### config.mk
export PLATFORM = sky130hd
export DESIGN_NAME = alarm_sequencer
export DESIGN_NICKNAME = d
export VERILOG_FILES = /design/src/rtl/alarm_sequencer.sv
export SDC_FILE = /design/constraint.sdc
export NUM_CORES = 1
export LEC_CHECK = 0
export ABC_AREA = 0
export CAP_MARGIN = 40
export CORE_UTILIZATION = 39
export CTS_CLUSTER_DIAMETER = 100
export CTS_CLUSTER_SIZE = 8
export DETAILED_ROUTE_END_ITERATION = 12
export DONT_BUFFER_PORTS = 1
export GPL_ROUTABILITY_DRIVEN = 0
export SETUP_SLACK_MARGIN = 0.05
export SYNTH_ARGS = -nofsm -noshare
export SYNTH_HDL_FRONTEND = slang
export SYNTH_SLANG_ARGS = --single-unit
### constraint.sdc
create_clock -name clk -period 3.1 [get_ports clk]
set_input_delay 0.62 -clock clk [delete_from_list [all_inputs] [get_ports clk]]
set_output_delay 0.62 -clock clk [all_outputs]
set_load 0.005 [all_outputs]
### src/rtl/alarm_sequencer.sv
// alarm_sequencer: enables the alarm comparator and turns a match into a ringing episode with snooze, stop and timeout; ALARM_BEEP_PATTERN_EN gives a 1 s on/off buzzer.
// Latency: a qualifying input in one cycle shows on the registered state and outputs in the next cycle.
// Backpressure: none; buttons are raw levels edge-detected here, tick is a one-cycle strobe.
module alarm_sequencer #(
    parameter int SNOOZE_SEC       = 300,
    parameter int RING_TIMEOUT_SEC = 60,
    parameter int MAX_SNOOZE       = 3
) (
    input  logic       clk,
    input  logic       reset,
    input  logic       arm,
    input  logic       alarm_hit,
    input  logic       tick,
    input  logic       snooze,
    input  logic       stop,
    output logic       alarm_enable,
    output logic       buzzer,
    output logic [2:0] state,
    output logic [8:0] snooze_left,
    output logic [1:0] snooze_count
);

    typedef enum logic [2:0] {
        ST_OFF     = 3'd0,
        ST_ARMED   = 3'd1,
        ST_RINGING = 3'd2,
        ST_SNOOZED = 3'd3,
        ST_CLEAR   = 3'd4
    } state_t;

    localparam logic [8:0] SNOOZE_LOAD = 9'(SNOOZE_SEC);
    localparam logic [7:0] RING_LAST   = 8'(RING_TIMEOUT_SEC - 1);
    localparam logic [1:0] SNOOZE_MAX  = 2'(MAX_SNOOZE);

    state_t     state_q, state_d;
    logic       alarm_enable_q, alarm_enable_d;
    logic       buzzer_q, buzzer_d;
    logic [8:0] snooze_left_q, snooze_left_d;
    logic [1:0] snooze_count_q, snooze_count_d;
    logic [7:0] ring_cnt_q, ring_cnt_d;
    logic       snooze_prev_q, stop_prev_q;
    logic       snooze_edge, stop_edge;

    assign snooze_edge = snooze & ~snooze_prev_q;
    assign stop_edge   = stop & ~stop_prev_q;

    always_comb begin
        state_d        = state_q;
        snooze_left_d  = snooze_left_q;
        snooze_count_d = snooze_count_q;
        ring_cnt_d     = ring_cnt_q;

        if (!arm) begin
            state_d = ST_OFF;
        end else begin
            case (state_q)
                ST_OFF: state_d = ST_CLEAR;
                // Holding off one tick lets the comparator latch clear and the matching second pass.
                ST_CLEAR: begin
                    if (tick) state_d = ST_ARMED;
                end
                ST_ARMED: begin
                    if (alarm_hit) begin
                        state_d        = ST_RINGING;
                        ring_cnt_d     = 8'd0;
                        snooze_count_d = 2'd0;
                    end
                end
                ST_RINGING: begin
                    if (stop_edge) begin
                        state_d = ST_CLEAR;
                    end else if (snooze_edge) begin
                        if (snooze_count_q < SNOOZE_MAX) begin
                            state_d        = ST_SNOOZED;
                            snooze_left_d  = SNOOZE_LOAD;
                            snooze_count_d = snooze_count_q + 2'd1;
                        end else begin
                            state_d = ST_CLEAR;
                        end
                    end else if (tick) begin
                        if (ring_cnt_q == RING_LAST) state_d = ST_CLEAR;
                        else                         ring_cnt_d = ring_cnt_q + 8'd1;
                    end
                end
                ST_SNOOZED: begin
                    if (stop_edge) begin
                        state_d = ST_CLEAR;
                    end else if (tick) begin
                        if (snooze_left_q == 9'd1) begin
                            state_d       = ST_RINGING;
                            snooze_left_d = 9'd0;
                            ring_cnt_d    = 8'd0;
                        end else begin
                            snooze_left_d = snooze_left_q - 9'd1;
                        end
                    end
                end
                default: state_d = ST_OFF;
            endcase
        end

        if (state_d == ST_OFF || state_d == ST_CLEAR) begin
            snooze_count_d = 2'd0;
            snooze_left_d  = 9'd0;
        end

        // Every exit from RINGING lands in a state with the enable low for at least a cycle.
        alarm_enable_d = (state_d == ST_ARMED) || (state_d == ST_RINGING);

`ifdef ALARM_BEEP_PATTERN_EN
        if (state_d != ST_RINGING)
            buzzer_d = 1'b0;
        else if (state_q != ST_RINGING)
            buzzer_d = 1'b1;
        else if (tick && !stop_edge && !snooze_edge)
            buzzer_d = ~buzzer_q;
        else
            buzzer_d = buzzer_q;
`else
        buzzer_d = (state_d == ST_RINGING);
`endif
    end

    always_ff @(posedge clk or posedge reset) begin
        if (reset) begin
            state_q        <= ST_OFF;
            alarm_enable_q <= 1'b0;
            buzzer_q       <= 1'b0;
            snooze_left_q  <= 9'd0;
            snooze_count_q <= 2'd0;
            ring_cnt_q     <= 8'd0;
            snooze_prev_q  <= 1'b0;
            stop_prev_q    <= 1'b0;
        end else begin
            state_q        <= state_d;
            alarm_enable_q <= alarm_enable_d;
            buzzer_q       <= buzzer_d;
            snooze_left_q  <= snooze_left_d;
            snooze_count_q <= snooze_count_d;
            ring_cnt_q     <= ring_cnt_d;
            snooze_prev_q  <= snooze;
            stop_prev_q    <= stop;
        end
    end

    assign state        = state_q;
    assign alarm_enable = alarm_enable_q;
    assign buzzer       = buzzer_q;
    assign snooze_left  = snooze_left_q;
    assign snooze_count = snooze_count_q;

endmodule

== Word level (Yosys, flattened, before mapping) ==
Index checks and enable logic that the tools add are counted.

* Add/subtract/negate cells: 3
* Order comparisons: 1
* Equality and inequality tests: 23
* Muxes and demuxes: 37
* Bitwise logic cells: 4
* Reduce and logical (&&, ||, !) cells: 11

{| class="wikitable"
|+ Operator list
! kind !! count
|-
| 2-to-1 mux 9 bit || 8
|-
| 2-to-1 mux 8 bit || 8
|-
| 2-to-1 mux 3 bit || 11
|-
| one-hot mux 8 bit (3 select lines) || 1
|-
| inequality test 3 bit (second input constant) || 6
|-
| one-hot mux 9 bit (2 select lines) || 1
|-
| inequality test 2 bit (second input constant) || 8
|-
| one-hot mux 3 bit (5 select lines) || 1
|-
| 2-to-1 mux 2 bit || 6
|-
| AND reduction 10 bit || 1
|-
| == test 3 x 2 -> 1 bit (second input constant) || 3
|-
| == test 9 x 1 -> 1 bit (second input constant) || 1
|-
| nonzero test 3 bit || 3
|-
| subtractor 9 x 1 -> 9 bit (second input constant) || 1
|-
| adder 8 x 1 -> 8 bit (second input constant) || 1
|-
| == test 8 x 6 -> 1 bit (second input constant) || 1
|-
| AND reduction 7 bit || 1
|-
| == test 3 x 1 -> 1 bit (second input constant) || 2
|-
| == test 3 bit (second input constant) || 2
|-
| logical NOT 3 bit || 2
|-
| AND reduction 6 bit || 1
|-
| one-hot mux 2 bit (2 select lines) || 1
|-
| adder 2 x 1 -> 2 bit (second input constant) || 1
|-
| bitwise AND 1 bit || 2
|-
| other kinds (4) || 6
|}

* Register bits: 26
* Input port bits: 7
* Output and inout port bits: 16
* Logic and storage cells: 87

== Longest topological paths before layout ==
Gate-level depths: netlist (run 1).

* Depth after elaboration: 11
* Depth in mapped cells: 8

== Least setup slack after synthesis (run 1) ==
Ideal clock, no wire load.

* Path type: input to register
* Start point: input stop
* End point: register ring_cnt_q[6]
* Setup time: 0.078 ns
* Arrival time: 2.029 ns
* Required time: 3.022 ns
* Setup slack: 0.994 ns
* Cell stages on the path: 6
* Path buffers: 1
* Path through: nor2b_1 -> buf_2 -> o21ai_1 -> o211ai_1 -> or4_1 -> a21boi_1

* Longest elaborated chain between the ends: 3
* Elaborated cells on any way between the ends: 4
* Those cells by class: 2 x eq/ne; 1 x bitwise; 1 x reduce/logical

{| class="wikitable"
|+ Ends and longest elaborated chain
! element !! line !! RTL
|-
| start, declared || 15 || <nowiki>input logic stop,</nowiki>
|-
| bitwise AND 1 bit (*) || 45 || <nowiki>assign stop_edge = stop & ~stop_prev_q;</nowiki>
|-
| inequality test 2 bit (no line) || n/a ||
|-
| AND reduction 10 bit (no line) (*) || n/a ||
|-
| end signal, assigned || 140 || <nowiki>ring_cnt_q <= ring_cnt_d;</nowiki>
|-
| end, declared || 40 || <nowiki>logic [7:0] ring_cnt_q, ring_cnt_d;</nowiki>
|}

Mark *: on every way between the ends. The rest lies on a longest branch, timed or not.
A chain may end at the register's enable or synchronous reset.

== Final worst setup path (run 1) ==
* Start point: register snooze_left_q[1] (netlist: snooze_left[1])
* End point: register ring_cnt_q[6]

* Longest elaborated chain between the ends: 3

{| class="wikitable"
|+ Ends and longest elaborated chain
! element !! line !! RTL
|-
| start, declared || 38 || <nowiki>logic [8:0] snooze_left_q, snooze_left_d;</nowiki>
|-
| start signal, assigned || 138 || <nowiki>snooze_left_q <= snooze_left_d;</nowiki>
|-
| == test 9 x 1 -> 1 bit || 89 || <nowiki>if (snooze_left_q == 9'd1) begin</nowiki>
|-
| inequality test 2 bit (no line) || n/a ||
|-
| AND reduction 10 bit (no line) || n/a ||
|}

No other way between the ends.

==> results.txt, run 1 <==
- The number of global-route vias before repair came to 1292.
- Total negative setup slack: 0 ns
- After routing the design area is 1720 um^2.
* Count of pins over their slew limit: 0
* Max Clock Skew: 0.00384 ns
* Slew @ Worst Pin: around 0.75 ns
- Cell area after placement: between 1500 and 2000 um^2
* R2r endpoint: ring_cnt_q[6]
- Counting flops with a built-in enable in the synthesized netlist gives 0.
* Vertical extent of the die: roughly 67 um
- After clock tree synthesis, the repair step resized 0 gates.
- GRT Resource Usage Total: 17.4%
- Cell count after synthesis: roughly 180
- Critical path cell sequence: inv_1 > ha_1 > nor3b_1 > and3_1 > o211ai_1 > or4_1 > a21boi_1
- Final Critical Period: 2.51 ns
- Yosys mapped the design onto 52 distinct sky130hd cell types.
- The number of nets handed over by synthesis was 194.
* Data required time of the critical path: 3.29 ns
- Result of the run: finished, final reports clean
- Area Growth Syn to Fin: 5.22%
- The worst setup path is launched from a flop.
- Number of antenna diodes: 0
- The floorplan step defined a die boundary enclosing roughly 4400 um^2.
- Peak supply drop: 0.151 mV
- Most area-hungry cell type in the Yosys netlist: dfrtp_1
- Headroom to the max-slew limit: about half
- Final net count: about 190
- Setup repair after global routing left no endpoint under its margin.
- Vias per Instance: 6.04
* Clk root buf: clkbuf_8
* Number of nets with antenna violations after routing: 0
- Pin placement for this block handled 23 I/O pins.
- Entering global routing, the biggest net connects 18 pins.
- In this run the worst hold path is classified as primary input to async pin.
* Share of synthesized registers carrying an async set or reset: 100%
- Detailed-route via count: 1383
- In this run, the number of DRC markers left after iteration 0 of detailed routing was 142.
- Final number of setup-violating endpoints: 0
- Hold buffer count at CTS: 0
- CP arrival: 2.70 ns
- The total overflow left after global routing is 0.
* Prevailing post-synth register cell: dfrtp_1
- Synth cell count leaders: dfrtp_1 (26), nor2_1 (21), a21oi_1 (14), nand2_1 (14), inv_1 (8)
* Leak pwr: 0.684 nW
- Dominant cell by count in the synthesized netlist: dfrtp_1
- The first global-routing pass estimated about 5900 um of wire.
- Buffers placed on the I/O ports in this run total 0.
- A synthesized cell averages around 8.9 um^2.
- FF-to-FF path depth: 7
* Die W: 66.7 um
* Clk pin slew, worst setup/hold paths: 0.09 ns
- Wire length per cell: 15.7 um
- After synthesis the cells add up to 1630 um^2.
- Setup Crit Path Kind: flop to flop
- Summed over all nets, the half-perimeter wirelength after detailed placement is around 2700 um.
- Number of buffers on the longest clock path: 2
* Top cells by area, synth: dfrtp_1 (40%), nor2_1 (4.8%), a21oi_1 (4.3%)
* Fraction of the cycle the final worst path needs: roughly four fifths
- Power density over the cells: 364 nW/um^2
- Number of optimization iterations in the first detailed-route pass: 4
- TritonCTS built the clock tree.
- Slowest CP cell: or4_1
* Number of placement rows: 23
- Of all nets on the critical path, the largest fanout is 11.
- The core region is 4000 um^2.
* Number of sinks handled by clock tree synthesis: 26
* Post-synthesis sequential area ratio: between 30% and 40%
* Reg-to-reg setup timing slack: just under 0.6 ns
* Fmax: ~400 MHz
- The startpoint identified for the worst register-to-register timing path is snooze_left[1].
- Post-synthesis sequential element count: 26
* Antenna violations before repair: 0
* Fraction of layout instances using a drive strength above 1: ~5.6%
* Hold violation total from the final report: 0
- Routed wire length: 3590 um
- For this run, design rule violations remaining after detail routing come to 0.
- For this run, the number of Yosys warnings is 0.
- Number of buffers added for setup after CTS: 0
- For this configuration, the core starts out at a cell density of between 40 and 50%.
* Sort of element at the end of the critical path: flop
* Largest stage delay on the critical path: 0.54 ns
* Num CTS Buffers: 3
- The clock reaches the later pin of the worst-skew pair after 0.27 ns.
* Portion of synthesized cell area occupied by the leading cell type: 39.9%
* Max Cap Violations: 0
- CTS built an H-tree with a depth of 1.
[where the power goes]
group | switching, mW | internal [mW] | leakage (nW)
Combinational | 0.0395 | 0.0281 | 0.308
Sequential | 0.0149 | 0.349 | 0.354
Clock | 0.106 | 0.0871 | 0.0216
Total | 0.160 | 0.465 | 0.684
[metrics by stage]
stage	cells	total power [mW]	setup WS, ns	util [%]	hold WS [ns]
after detailed placement	226	0.439	0.672	41.9	0.508
after CTS	229	0.629	0.612	42.9	0.275
after global routing	229	0.651	0.389	42.9	0.283
final	229	0.625	0.591	42.9	0.253
after floorplan	183	0.424	0.994	-	0.472
after global placement	225	0.435	0.781	41.2	0.508
[cell usage in the layout (no fill, tap or decap), types with 3 or more instances in the layout]
master / n
a211oi_1: 3
a21oi_1: 14
clkbuf_8: 3
dfrtp_1: 26
ha_1: 4
inv_1: 8
nand2_1: 14
nand2b_1: 4
nand3_1: 5
nor2_1: 21
nor2b_1: 3
nor3_1: 5
nor4_1: 3
o211ai_1: 3
o21a_1: 3
o21ai_0: 7
o22ai_1: 3
o31ai_1: 5
[kinds of logic after synthesis]
kind of cell	after synthesis	synth area share, %
multiplexers	2	1.23
flip-flops	26	39.9
AO/OA/AOI/OAI	59	25.9
buffers and inverters	16	4.68
adder cells (fa/ha/maj)	4	3.07
AND/OR/NAND/NOR	76	25.2
[worst max-delay path, delay by kind of cell (launching register included)]
family	cells	cell delay (ns)
compound gates	2	0.46
fa+ha+maj	1	0.16
buf+inv	1	0.10
flops	1	0.44
simple gates	3	1.28
[worst max path at each step]
stage              startpoint            end  slack, ns  cells after the start
3_5_place_dp   snooze_left[1]  ring_cnt_q[6]       0.67                      7
3_3_place_gp   snooze_left[1]  ring_cnt_q[6]       0.78                      7
4_1_cts        snooze_left[1]  ring_cnt_q[6]       0.61                      7
2_1_floorplan            stop  ring_cnt_q[6]       0.99                      6
6_report       snooze_left[1]  ring_cnt_q[6]       0.59                      7
5_1_grt        snooze_left[1]  ring_cnt_q[6]       0.39                      7
[final cells by class]
type / count / area [um^2]
timing repair buffer: 1 / 27.5
inverter: 8 / 30.0
sequential: 26 / 651
tap: 50 / 62.6
fill: 394 / 2280
multi-input combinational: 141 / 903
clock buffer: 3 / 41.3
[sequential cells by signal (all words and copies together), names as in the netlist]
signal         count
snooze_left        9
ring_cnt_q         8
state              3
snooze_count       2
alarm_enable       1
buzzer             1
snooze_prev_q      1
stop_prev_q        1
[metal layers]
metal | vias to the layer above | global-route usage [%] | part of all wire, %
li1 | 677 | - | -
met1 | 672 | 23.7 | 48
met2 | 28 | 27.8 | 47
met3 | 6 | 2.74 | 4.0
met4 | 0 | 5.59 | 1.8
met5 | - | 0 | 0
Note: power is estimated with default switching activity, not from simulation.
==> inputs of run 2 (changes only) <==
==> constraint.sdc (replaced) <==
create_clock -name clk -period 2.56 [get_ports clk]
set_input_delay 0.512 -clock clk [delete_from_list [all_inputs] [get_ports clk]]
set_output_delay 0.512 -clock clk [all_outputs]
set_load 0.005 [all_outputs]
==> run 2 against run 1 <==
Cell count increased by 1.3%. Global-route usage up 0.93 points. Clock power is 42% higher. Combinational power grew 17%. Sequential share of layout area shrank 0.19 points. Power rose by 27%. Hold slack worse by 0.093 ns. Non-clock buffer count increased by 2. Clock skew rose by 0.0052 ns. Critical path type unchanged. Critical endpoint unchanged. Highest routed layer unchanged.
==> results.txt, run 2 (synthesis results as in run 1) <==
- Iteration-0 DRC count of the detailed router: 62
- The number of global-route vias before repair is 1349.
- The first global-routing pass estimated 6180 um of wire.
- Antenna violations before repair: 0
- Total negative setup slack: 0 ns
- In this run the tool buffered the top-level ports with 0 buffer cells.
- The routed design has 3620 um of wire.
- Clk root buf: clkbuf_8
- Result of the run: finished, final reports clean
- The total overflow left after global routing is 0.
- Flip-flop count of the largest register, all copies and words added: 9
* Fraction of layout instances using a drive strength above 1: 7.14%
* Final Critical Period: 2.24 ns
- The clock drives 26 sinks.
- Fraction of the cycle the final worst path needs: 87.3%
- Number of antenna diodes: 0
- For this block, the via count after detailed routing is 1366.
- For this run, the post-layout net count is 194.
- Vertical extent of the die: 66.7 um
- Largest stage delay on the critical path: 0.51 ns
- Fmax: between 400 and 500 MHz
* Slew @ Worst Pin: 0.694 ns
* Headroom to the max-slew limit: 53.6%
- Total power for the finished layout comes to between 0.7 and 0.8 mW.
* H-tree depth: 1
- Initial cell density of the core: around 41%
- The clock passes through at most 2 buffers.
* Top-level port count: 23
- Critical path cell sequence: inv_1 > ha_1 > nor3b_1 > and3_1 > o211ai_1 > or4_1 > a21boi_1
- Total of cells resized after clock tree synthesis: 0
- The worst setup path is captured at a flop.
- The filler cells instantiated in the layout total between 300 and 400.
- Setup violations remaining at the end of the flow were counted as 0.
- Number of nets with antenna violations after routing: 0
- The library cells used most frequently in the layout, excluding fill and tap cells, are dfrtp_1 (26), nor2_1 (21), a21oi_1 (14), nand2_1 (14), inv_1 (8).
- Hold violation total from the final report: 0
- Dividing the detail-routed via count by the number of cells gives 5.89.
- Cells fill 43.1% of the core in the end.
* Most common cell after layout, fill and taps aside: dfrtp_1
- At the worst endpoint, the arrival time is between 2 and 2.5 ns.
- TritonCTS built the clock tree.
* GRT Resource Usage Total: 18.3%
* Clk pin slew, worst setup/hold paths: 0.10 ns
- Slowest CP cell: or4_1
- Die W: 66.7 um
- Entering global routing, the biggest net connects 27 pins.
- Setup repair after global routing left no endpoint under its margin.
- The initialized floorplan defines 23 standard-cell rows.
* Detailed-placement wirelength estimate: 2680 um
* Power density over the cells: 462 nW/um^2
- Max Cap Violations: 0
- By startpoint and endpoint, the worst setup path is classified as flop to flop.
* Startpoint kind of the worst setup timing path: flop
- TritonCTS created 3 clock buffers.
- Data required time of the critical path: 2.77 ns
* Largest fanout on the critical path: 6
- Max Clock Skew: 0.00905 ns
- Core footprint: around 4000 um^2
* Area Growth Syn to Fin: 5.76%
- The die covers 4440 um^2.
- Number of buffers added for setup after CTS: 0
* Drt drc: 0
- The final count of pins violating max slew is 0.
- Number of optimization iterations in the first detailed-route pass: 4
* Worst hold path class: primary input to async pin
- Wire length per cell: 15.6 um
- Across the VDD grid, the largest voltage drop is 0.269 mV.
- Clock latency on the worst-skew pair, taken at its later pin, is between 0.2 and 0.3 ns.
* Leak pwr: slightly below 0.7 nW
- For this design, the CTS-stage hold fixing added 0 buffers.
-- run 2: cell count changes in the layout (fill, tap and decap cells not counted), sizes merged --
| cell | previous run | this run |
|---|---|---|
| buf | 1 | 3 |
| clkbuf | 3 | 4 |
-- run 2: routing by layer --
layer,wire (um),up-vias,track usage [%]
li1,-,680,-
met3,202,2,4.28
met5,0,-,0
met1,1700,649,24.4
met2,1690,35,29.3
met4,21,0,4.79
-- run 2: final cells by class --
class / count / area (um^2) / share of cell area, %
well taps: 50 / 62.6 / 3.63
repair buffers: 3 / 22.5 / 1.31
inverters: 8 / 30.0 / 1.74
flip-flops and latches: 26 / 651 / 37.7
multi-input cells: 141 / 903 / 52.4
clock buffers: 4 / 55.1 / 3.19
-- run 2: worst paths after layout --
| kind | endpoint | cells past startpoint | start | slack (ns) |
|---|---|---|---|---|
| worst min-delay path | snooze_left[7] | 2 | reset | 0.16 |
| max in group asynchronous | ring_cnt_q[7] | 2 | reset | 2.13 |
| worst max-delay path | ring_cnt_q[6] | 7 | snooze_left[1] | 0.32 |
| worst min register to register | ring_cnt_q[0] | 1 | ring_cnt_q[0] | 0.54 |
| worst max register to register | ring_cnt_q[6] | 7 | snooze_left[1] | 0.32 |
| min in group clk | stop_prev_q | 0 | stop | 0.25 |
-- run 2: worst max-delay path: cells and delay by family (launching register included) --
kind,cells,cell delay (ns)
AND/OR/NAND/NOR,3,1.10
flip-flops,1,0.44
AO/OA/AOI/OAI,2,0.37
adder cells (fa/ha/maj),1,0.16
buffers and inverters,1,0.10
-- run 2: stage by stage --
| step | cell area (um^2) | worst slack, ns | hold slack (ns) | std cells |
|---|---|---|---|---|
| 6_report | 1720 | 0.324 | 0.160 | 232 |
| 5_1_grt | 1720 | 0.121 | 0.192 | 232 |
| 2_1_floorplan | 1630 | 0.562 | 0.472 | 183 |
| 3_3_place_gp | 1670 | 0.388 | 0.479 | 228 |
| 3_5_place_dp | 1670 | 0.362 | 0.483 | 228 |
| 4_1_cts | 1720 | 0.335 | 0.173 | 232 |
-- run 2: where the power goes --
part           total (mW)  switching, mW  internal (mW)
Combinational      0.0788         0.0479         0.0309
Sequential          0.442         0.0193          0.423
Clock               0.275          0.137          0.138
Total               0.796          0.204          0.592
==> inputs of run 3 (changes only) <==
--- a/config.mk
+++ b/config.mk
@@ -5,7 +5,7 @@
 export SDC_FILE = /design/constraint.sdc
 export NUM_CORES = 1
 export LEC_CHECK = 0
-export ABC_AREA = 0
+export ABC_AREA = 1
 export CAP_MARGIN = 40
 export CORE_UTILIZATION = 39
 export CTS_CLUSTER_DIAMETER = 100
==> run 3 against run 2 <==
Die area grew 4.2%. Power grew 3.3%. Highest routed layer unchanged. Sequential share of layout area shrank 2.4 points. Critical path type unchanged. Clock power grew 25%. Synthesized cell count grew 31%. Flip-flop and latch count is the same. Global-route usage shrank 0.48 points. Hold slack gained 0.0043 ns. First-iteration DRC count grew 69%. Cell count grew 26%. Sequential power shrank 4%.
==> results.txt, run 3 <==
- Result of the run: finished, final reports clean
- Clk root buf: clkbuf_8
- Global routing consumed, on the met3 layer, 4.50% of the routing resources.
- Summed over all layers, the global routing overflow is 0.
- The share of total power dissipated in the clock network is 42.0%.
- Sw Pwr: 0.180 mW
* Fmax: 547 MHz
* Cell count after synthesis: 240
- Number of enable-type register cells in the synthesized netlist: 0
* Number of antenna diodes: 0
- Met1 Track Usage GR: 24.8%
- CP arrival: 2.00 ns
- DIE AREA: between 4000 and 5000 um^2
- In this run the number of H-tree levels came out at 1.
- After routing the design area is 1840 um^2.
- During synthesis, Yosys emitted a total of 0 warnings.
* Iteration-0 DRC count of the detailed router: 105
- Of the total power, the share spent switching nets is 21.9%.
- Number of nets with antenna violations after routing: 0
- Power share of the sequential group: 51.6%
- Fraction of the cycle the final worst path needs: between 70% and 80%
* Power density over the cells: 447 nW/um^2
- The most used flip-flop cell after synthesis is dfrtp_1.
* First-pass GRT wire length: 6200 um
- Antenna violations before repair: 0
- The initialized floorplan defines 23 standard-cell rows.
- IO buf count: 0
* Detailed-placement wirelength estimate: 2810 um
- Top cells by area, synth: dfrtp_1 (38%), nand2_1 (16%), inv_1 (7.9%)
- Worst hold path class: primary input to async pin
- After detailed placement, the total cell area comes to 1770 um^2.
- Sort of element at the end of the critical path: flop
- For this design the static power due to leakage is 0.942 nW.
* Final core utilization: between 40 and 50%
* Final number of setup-violating endpoints: 0
- The final count of pins violating max slew came to 0.
- The post-route netlist has 7.82% of its cells at a drive strength greater than 1.
* Clock insertion delay at the later pin of the skew report: between 0.2 and 0.3 ns
- Total negative setup slack: 0 ns
* Cell area after technology mapping: 1700 um^2
- Startpoint kind of the worst setup timing path: flop
- Largest net degree at the start of global routing: 16
- Combinational logic is responsible for roughly 6.4% of the overall power.
- Leading cell types in the layout, fill and taps excluded: nand2_1 (73), inv_1 (36), dfrtp_1 (26)
* Die W: 68.0 um
- For this configuration, the core starts out at a cell density of 41.6%.
* Vertical extent of the die: around 70 um
- Final net count: 255
- Leaving out fill and tap cells, the most frequent cell in the layout is nand2_1.
- Cell repeated most along the worst path: nand2_1
* Dominant cell by count in the synthesized netlist: nand2_1
* Max Cap Violations: 0
- For this run, design rule violations remaining after detail routing come to 0.
- Flip-flop count of the largest register, all copies and words added: 9
* Nets in the synthesized netlist: 251
- The final layout contains routed wiring with a total length of 3680 um.
- Peak supply drop: 0.208 mV
- Clock tree from TritonCTS: yes
* Cell Int Power: 0.642 mW
* Headroom to the max-slew limit: 62.9%
* GRT Resource Usage Total: 17.8%
* Met2 Usage GRT: between 20 and 30%
- Largest stage delay on the critical path: 0.42 ns
- Final Critical Period: between 1.5 and 2 ns
* Hold violation total from the final report: 0
- Synth unique cells: 25
* Fin cells: around 290
- Number of sinks handled by clock tree synthesis: 26
* Number of optimization iterations in the first detailed-route pass: 4
- Clk pin slew, worst setup/hold paths: around 0.090 ns
* Vias per Instance: 4.97
* Total Power: 0.822 mW
- The average instance in the mapped netlist occupies 7.08 um^2.
* Critical path cell sequence: inv_1 > ha_1 > nand2_1 > nor2_1 > a21oi_1 > nor3_4 > nand2_4 > nand2_1 > nand2_1
* Num CTS Buffers: 3
- Total of cells resized after clock tree synthesis: 0
- Detailed-route via count: about 1500
* Slowest CP cell: dfrtp_1
- Cell family contributing the most delay on the critical path: simple AND/OR/NAND/NOR gates
- Global route hottest layer: met2
- Post-synthesis sequential area ratio: approximately two fifths
* Data required time of the critical path: 2.73 ns
* Cell total after placement: between 200 and 300
* FILL cells: around 430
- Setup repair after global routing left no endpoint under its margin.
- Top-level port count: 23
- The top cell type by area accounts for 38.3% of the synthesized area.
- Core footprint: 4090 um^2
- Together, buffers and inverters on the worst path number 1.
- Setup Crit Path Kind: flop to flop
- Along the worst path, the maximum fanout reaches 9.
* Wire length per cell: 12.6 um
* Post-synthesis sequential element count: 26
* Share of synthesized registers carrying an async set or reset: 100%
- dfrtp_1 takes more of the synthesized area than any other cell.
- The longest clock path from root to sink contains 2 buffers.
- The number of global-route vias before repair was about 1300.
- Relative to the synthesized area, the layout overhead comes to 8.17%.
- The number of hold buffers added after CTS was 0.
- Counting instances in the post-synthesis netlist gives the leading cell types as nand2_1 (73), inv_1 (36), dfrtp_1 (26).
* Max Clock Skew: 0.00156 ns
* Slew @ Worst Pin: 0.557 ns
- In this run the post-CTS setup repair buffer count came out at 0.
run 3: cell count changes in the layout (fill, tap and decap cells not counted), sizes merged, moves of 4 or more:
cell | previous run | this run
nand3 | 5 | 18
o21ai | 8 | 12
inv | 8 | 37
nand2b | 4 | 0
a211oi | 4 | 0
xor2 | 0 | 5
nand4 | 1 | 5
nand2 | 14 | 78
a21oi | 14 | 18
o31ai | 5 | 0
run 3: final cells by class:
type	count	area, um^2	area share [%]
Multi-Input combinational cell	175	888	48.3
Sequential cell	26	651	35.4
Inverter	37	139	7.55
Tap cell	50	62.6	3.40
Clock buffer	3	41.3	2.24
Clock inverter	1	30.0	1.63
Timing Repair Buffer	1	27.5	1.50
run 3: metal layers:
layer / up-vias / wire [um]
met2: 27 / 1610
met1: 656 / 1860
met3: 2 / 206
met4: 0 / 10
li1: 772 / -
met5: - / 0
run 3: final timing paths:
kind	startpoint	endpoint	slack (ns)	cells past startpoint
max	snooze_left[1]	ring_cnt_q[7]	0.73	9
min	reset	ring_cnt_q[7]	0.16	1
max reg2reg	snooze_left[1]	ring_cnt_q[7]	0.73	9
min reg2reg	ring_cnt_q[7]	ring_cnt_q[7]	0.48	2
max in group asynchronous	reset	snooze_left[7]	1.93	2
min in group clk	snooze	snooze_prev_q	0.26	0
run 3: logic make-up (layout without fill, tap and decap cells):
| kind of cell | Yosys count | in the layout | synth area share, % |
|---|---|---|---|
| AOI/OAI and AO/OA | 35 | 35 | 11.6 |
| xor gates and xnor gates | 7 | 7 | 3.61 |
| adders and majority gates | 4 | 4 | 2.94 |
| buffers and inverters | 39 | 42 | 9.49 |
| DFF | 26 | 26 | 38.3 |
| and+or+nand+nor | 129 | 129 | 34.1 |
run 3: stage by stage:
stage	hold slack [ns]	worst slack, ns
final	0.164	0.730
after global routing	0.186	0.504
after CTS	0.180	0.707
after detailed placement	0.461	0.718
after global placement	0.459	0.710
after floorplan	0.442	0.979
run 3: worst reg2reg max path: cells and delay by family, from the launching register on:
family | cells | cell delay (ns)
AO/OA/AOI/OAI | 1 | 0.12
adder cells (fa/ha/maj) | 1 | 0.18
buffers and inverters | 1 | 0.13
flip-flops | 1 | 0.42
AND/OR/NAND/NOR | 6 | 0.88
run 3: power groups by stage:
| stage | registers (mW) | logic (mW) | clock network [mW] |
|---|---|---|---|
| finish | 0.425 | 0.0523 | 0.345 |
| global route | 0.426 | 0.0616 | 0.371 |
| CTS | 0.425 | 0.0534 | 0.354 |
| detailed placement | 0.433 | 0.0535 | 0 |
| global placement | 0.433 | 0.0485 | 0 |
| floorplan | 0.430 | 0.0402 | 0 |
